[src/rtl/ov5640_data_cap.sv]
// OV5640 DVP capture: skips the first frames after configuration, then packs
// byte pairs into RGB565 write strobes and checks the line/frame geometry.
module ov5640_data_cap #(
    parameter int FRAME_SKIP = 10,
    parameter int H_PIXEL    = 640,
    parameter int V_PIXEL    = 480
) (
    input  logic        sys_clk,
    input  logic        sys_rst,
    input  logic        cfg_done,
    input  logic        ov5640_vsync,
    input  logic        ov5640_href,
    input  logic [7:0]  ov5640_data,
    output logic        pix_wr_req,
    output logic [15:0] pix_wr_data,
    output logic        frame_start,
    output logic [15:0] frame_cnt,
    output logic        size_err
);
    localparam int SKW = (FRAME_SKIP < 1) ? 1 : $clog2(FRAME_SKIP + 1);
    localparam logic [SKW-1:0] SKIP_LAST = SKW'(FRAME_SKIP);
    localparam logic [11:0]    H_EXP     = 12'(H_PIXEL);
    localparam logic [10:0]    V_EXP     = 11'(V_PIXEL);

    typedef enum logic [1:0] {WAIT_CFG, SKIP, CAPTURE} state_t;
    state_t state, state_nxt;

    logic           vsync_d, href_d;
    logic           vs_rise, href_fall;
    logic [SKW-1:0] skip_cnt;
    logic [11:0]    x_cnt;
    logic [10:0]    y_cnt;
    logic           phase;
    logic [7:0]     hi_byte;

    assign vs_rise   = ov5640_vsync & ~vsync_d;
    assign href_fall = ~ov5640_href & href_d;

    always_ff @(posedge sys_clk or posedge sys_rst) begin
        if (sys_rst) state <= WAIT_CFG;
        else         state <= state_nxt;
    end

    always_comb begin
        state_nxt = state;
        if (!cfg_done) begin
            state_nxt = WAIT_CFG;
        end else begin
            case (state)
                WAIT_CFG: state_nxt = SKIP;
                SKIP:     if (vs_rise && skip_cnt == SKIP_LAST) state_nxt = CAPTURE;
                default:  state_nxt = state;
            endcase
        end
    end

    always_ff @(posedge sys_clk or posedge sys_rst) begin
        if (sys_rst) begin
            vsync_d     <= 1'b0;
            href_d      <= 1'b0;
            skip_cnt    <= '0;
            x_cnt       <= '0;
            y_cnt       <= '0;
            phase       <= 1'b0;
            hi_byte     <= '0;
            pix_wr_req  <= 1'b0;
            pix_wr_data <= '0;
            frame_start <= 1'b0;
            frame_cnt   <= '0;
            size_err    <= 1'b0;
        end else begin
            vsync_d     <= ov5640_vsync;
            href_d      <= ov5640_href;
            pix_wr_req  <= 1'b0;
            frame_start <= 1'b0;
            if (!cfg_done) begin
                skip_cnt <= '0;
                x_cnt    <= '0;
                y_cnt    <= '0;
                phase    <= 1'b0;
            end else begin
                case (state)
                    WAIT_CFG: skip_cnt <= '0;
                    SKIP: begin
                        if (vs_rise) begin
                            if (skip_cnt == SKIP_LAST) begin
                                frame_start <= 1'b1;
                                frame_cnt   <= frame_cnt + 16'd1;
                                x_cnt       <= '0;
                                y_cnt       <= '0;
                                phase       <= 1'b0;
                            end else begin
                                skip_cnt <= skip_cnt + 1'b1;
                            end
                        end
                    end
                    CAPTURE: begin
                        // Frame restart wins over any byte arriving in the same cycle.
                        if (vs_rise) begin
                            frame_start <= 1'b1;
                            frame_cnt   <= frame_cnt + 16'd1;
                            if (y_cnt != V_EXP) size_err <= 1'b1;
                            x_cnt <= '0;
                            y_cnt <= '0;
                            phase <= 1'b0;
                        end else if (href_fall) begin
                            if (x_cnt != H_EXP || phase) size_err <= 1'b1;
                            x_cnt <= '0;
                            phase <= 1'b0;
                            if (y_cnt != 11'h7FF) y_cnt <= y_cnt + 11'd1;
                        end else if (ov5640_href) begin
                            phase <= ~phase;
                            if (!phase) begin
                                hi_byte <= ov5640_data;
                            end else begin
                                pix_wr_req  <= 1'b1;
                                pix_wr_data <= {hi_byte, ov5640_data};
                                if (x_cnt != 12'hFFF) x_cnt <= x_cnt + 12'd1;
                            end
                        end
                    end
                    default: ;
                endcase
            end
        end
    end
endmodule

[config.mk]
export PLATFORM = sky130hd
export DESIGN_NAME = ov5640_data_cap
export DESIGN_NICKNAME = d
export VERILOG_FILES = /design/src/rtl/ov5640_data_cap.sv
export SDC_FILE = /design/constraint.sdc
export NUM_CORES = 1
export LEC_CHECK = 0
export ABC_AREA = 1
export CAP_MARGIN = 30
export CORE_MARGIN = 10
export CORE_UTILIZATION = 60
export CTS_BUF_LIST = sky130_fd_sc_hd__clkbuf_4 sky130_fd_sc_hd__clkbuf_8 sky130_fd_sc_hd__clkbuf_16
export CTS_CLUSTER_DIAMETER = 120
export DETAILED_ROUTE_END_ITERATION = 16
export PLACE_DENSITY = 0.85
export SYNTH_ARGS = -nofsm -noshare
export SYNTH_HDL_FRONTEND = slang
export SYNTH_SLANG_ARGS = --single-unit
[constraint.sdc]
create_clock -name sys_clk -period 6.52 [get_ports sys_clk]
set_input_delay 0.978 -clock sys_clk [delete_from_list [all_inputs] [get_ports sys_clk]]
set_output_delay 0.978 -clock sys_clk [all_outputs]
set_load 0.03 [all_outputs]
==> results.tsv <==
stage	metric	value	unit
route	antenna viol nets, final	0	
worst_setup_path	critical path launch point type	input pin	
synthesis	complex-gate fraction of the synthesized area	8.33	%
floorplanning	row cnt	30	
clocking	clk slew on worst S/H paths	0.09	ns
sta	endpoints failing hold	0	
synthesis	Syn Area/Cell	8.31	um2
route	via/cell ratio	5.55	
floorplanning	I/O Pins	48	
synthesis	Adder-Cell Fraction of Synth Area	3.05	%
run	Max Cap Viol	0	
pwr	LEAKAGE	2.23	nW
sta	setup violators final	0	
worst_setup_path	CP Max Fanout	17	
pwr	Max IR drop VDD	0.166	mV
clocking	worst skew pair latency	0.36	ns
final_layout	commonest non-fill, non-tap cell in the layout	nand2_1	
synthesis	Gate Count Post-Synth	493	
worst_setup_path	cell family with most CP delay	buffers and inverters	
worst_hold_path	Worst Hold Depth	1	
worst_setup_path	Crit path depth	6	
pwr	Clock power frac	35.5	%
final_layout	Sequential Area	0.00188	mm2
clocking	H-Tree Level Count	3	
sta	Final Cycle Share	49.3	%
sta	Rel. slew slack	35.9	%
sta	unrepaired setup endpoints after global routing	false	
clocking	post-cts hold buffer count	0	
route	Pre-Repair DR Iteration Count	5	
clocking	TritonCTS clock tree	built	
final_layout	most frequent cells in the layout	120 x nand2_1, 75 x dfrtp_1, 56 x inv_1, 53 x nand3_1, 47 x clkdlybuf4s50_1	
pwr	Int Power	0.794	mW
synthesis	post-synthesis mux area share	0	%
final_layout	Area Growth Syn to Fin	18.4	%
clocking	clock tree buffer depth	2	
final_layout	FILL cells	502	
floorplanning	Die X	103	um
floorplanning	Die ar.	0.0105	mm2
worst_setup_path	critical path capture point type	register	
sta	Final Critical Period	3.22	ns
sta	Hold Worst Slack	0.470	ns
global_routing	largest net degree at the start of global routing	76	
final_layout	area used by multi-input combinational logic	0.00190	mm2
synthesis	share of the synthesized area in the top cell type	45.8	%
placed_design	Buffers on Ports	47	
final_layout	Inserted Diodes	0	
sta	Final TNS setup	0	ns
sta	Slew Viols, Final	0	
global_routing	vias in the first global route	3281	
synthesis	Seq cells post-synth	75	
floorplanning	Chip Height	103	um
status	outcome	completed	
pwr	Comb power frac	20.9	%
route	DRT iter0 DRCs	304	
worst_setup_path	Largest stage delay, worst path	1.03	ns
clocking	post_cts resized	0	
floorplanning	core area	0.00672	mm2
synthesis	Synth Area in XOR/XNOR	2.99	%
clocking	clk root buf	clkbuf_8	
placed_design	Final Wtd Congestion	0.879	
pwr	Sw Ratio	32.2	%
worst_hold_path	HP Class	reg2reg	
synthesis	sequential element share of the synthesized area	45.8	%
final_layout	layout cells sized above 1	12.0	%
synthesis	Netlist cell types	34	
worst_setup_path	CP cell instances	clkdlybuf4s50_1, nand2_1, inv_2, nand2_4, nor3_2, o21ai_0	
floorplanning	initial core utilization	61.0	%
pwr	net switching power of the design	0.378	mW
synthesis	largest cells by area after synthesis	dfrtp_1 46%, nand2_1 11%, nand3_1 6.5%	
sta	clk_skew	0.0124	ns
route	Vias	3484	
route	residual DRC count	0	
final_layout	Final Net Count	566	
synthesis	main combinational cell family by area after synthesis	simple AND/OR/NAND/NOR gates	
route	Avg WL per Cell	14.5	um
clocking	Post-CTS Repair Setup Buffers	0	
global_routing	first-pass GRT wire length	15200	um
global_routing	GRT Total Usage	17.9	%
worst_setup_path	CP bufs+invs	2	
global_routing	grt ovf	0	
clocking	Num CTS Buffers	9	
synthesis	Cell Area, Synth	0.00410	mm2
worst_setup_path	CP required	6.72	ns
clocking	clock sinks	75	
global_routing	antenna violations before repair	0	
sta	Fmax achieved	311	MHz
worst_setup_path	slowest CP cell	clkdlybuf4s50_1	
placed_design	DP HPWL	6400	um
pwr	Flop pwr share	43.6	%
route	Post-Route WL	9090	um
synthesis	simple-gate portion of the synthesized area	31.9	%
pwr	PwrDens	241	mW/mm2
worst_setup_path	reg2reg path depth	11	
synthesis	area leader, netlist	dfrtp_1	
synthesis	Synth Warn #	0	
worst_setup_path	CP Class	in2reg	
worst_setup_path	Worst Path Arrival	3.42	ns
sta	measured slew at the worst slew-check pin	0.956	ns
synthesis	syn_nets	516	
worst register-to-register path: stages (launching register included):
cell     delay [ns]
dfrtp_1        0.39
inv_1          0.11
ha_1           0.34
inv_1          0.28
nand2_1        0.19
nand2_2        0.08
nor2_4         0.11
nand3_2        0.10
nor2_4         0.42
inv_1          0.21
nand2_1        0.11
nand2_1        0.06
cells in the mapped netlist (all sizes together):
library cell,n
nand2,128
buf,7
a21boi,1
xor2,9
nor2,44
inv,64
a21oi,4
xnor2,5
o21ai,43
a211oi,2
dfrtp,75
nand3,54
o31ai,1
nor4,2
ha,10
o21bai,1
o22ai,2
nor3,19
nand4,18
or3,1
clkbuf,3
area by class of cell:
type | count | share of cell area (%)
inverters | 64 | 5.05
well taps | 80 | 2.06
repair buffers | 49 | 10.4
flip-flops and latches | 75 | 38.7
clock buffers | 11 | 2.99
multi-input cells | 344 | 39.1
clock inverters | 5 | 1.75
flip-flops by register name, summed over array words and instances, names as in the netlist:
register	cells
frame_cnt	16
pix_wr_data	16
x_cnt	12
y_cnt	11
hi_byte	8
skip_cnt	4
state	2
frame_start	1
href_d	1
phase	1
pix_wr_req	1
size_err	1
vsync_d	1
per-stage QoR:
stage                     cell area, um2  setup slack (ns)  utilization [%]  power, mW  std cells
final                               4850              3.30             72.2       1.17        628
after global routing                4850              3.11             72.2       1.22        628
after CTS                           4830              3.36             71.8       1.17        627
after detailed placement            4600              2.97             68.4      0.762        611
after global placement              4600              3.03             68.4      0.753        611
after floorplan                     4100              3.63                -      0.702        493
final timing paths:
check,to,startpoint,slack (ns)
worst min register to register,frame_cnt[15],frame_cnt[15],0.47
worst min-delay path,frame_cnt[15],frame_cnt[15],0.47
max in group asynchronous,skip_cnt[2],sys_rst,5.11
worst max-delay path,hi_byte[4],cfg_done,3.30
min in group asynchronous,frame_cnt[13],sys_rst,0.89
worst max register to register,x_cnt[10],state[0],3.99
metal layers:
layer / wire, um / global-route usage [%] / up-vias
li1: - / - / 1707
met4: 134 / 7.48 / 0
met5: 0 / 0 / -
met2: 4310 / 28.1 / 136
met1: 3990 / 23.9 / 1624
met3: 661 / 3.15 / 17
kinds of logic (layout without fill, tap and decap cells):
| group | count (synthesis) | in the layout |
|---|---|---|
| flops | 75 | 75 |
| fa+ha+maj | 10 | 10 |
| buf+inv | 74 | 129 |
| xor+xnor | 14 | 14 |
| compound gates | 54 | 54 |
| simple gates | 266 | 266 |
power by group through the flow:
stage	Combinational [mW]	Clock [mW]	Sequential, mW
6_report	0.245	0.416	0.511
5_1_grt	0.269	0.438	0.516
4_1_cts	0.244	0.417	0.511
3_5_place_dp	0.241	0	0.521
3_3_place_gp	0.234	0	0.519
2_1_floorplan	0.162	0	0.540
Note: power is estimated with default switching activity, not from simulation.
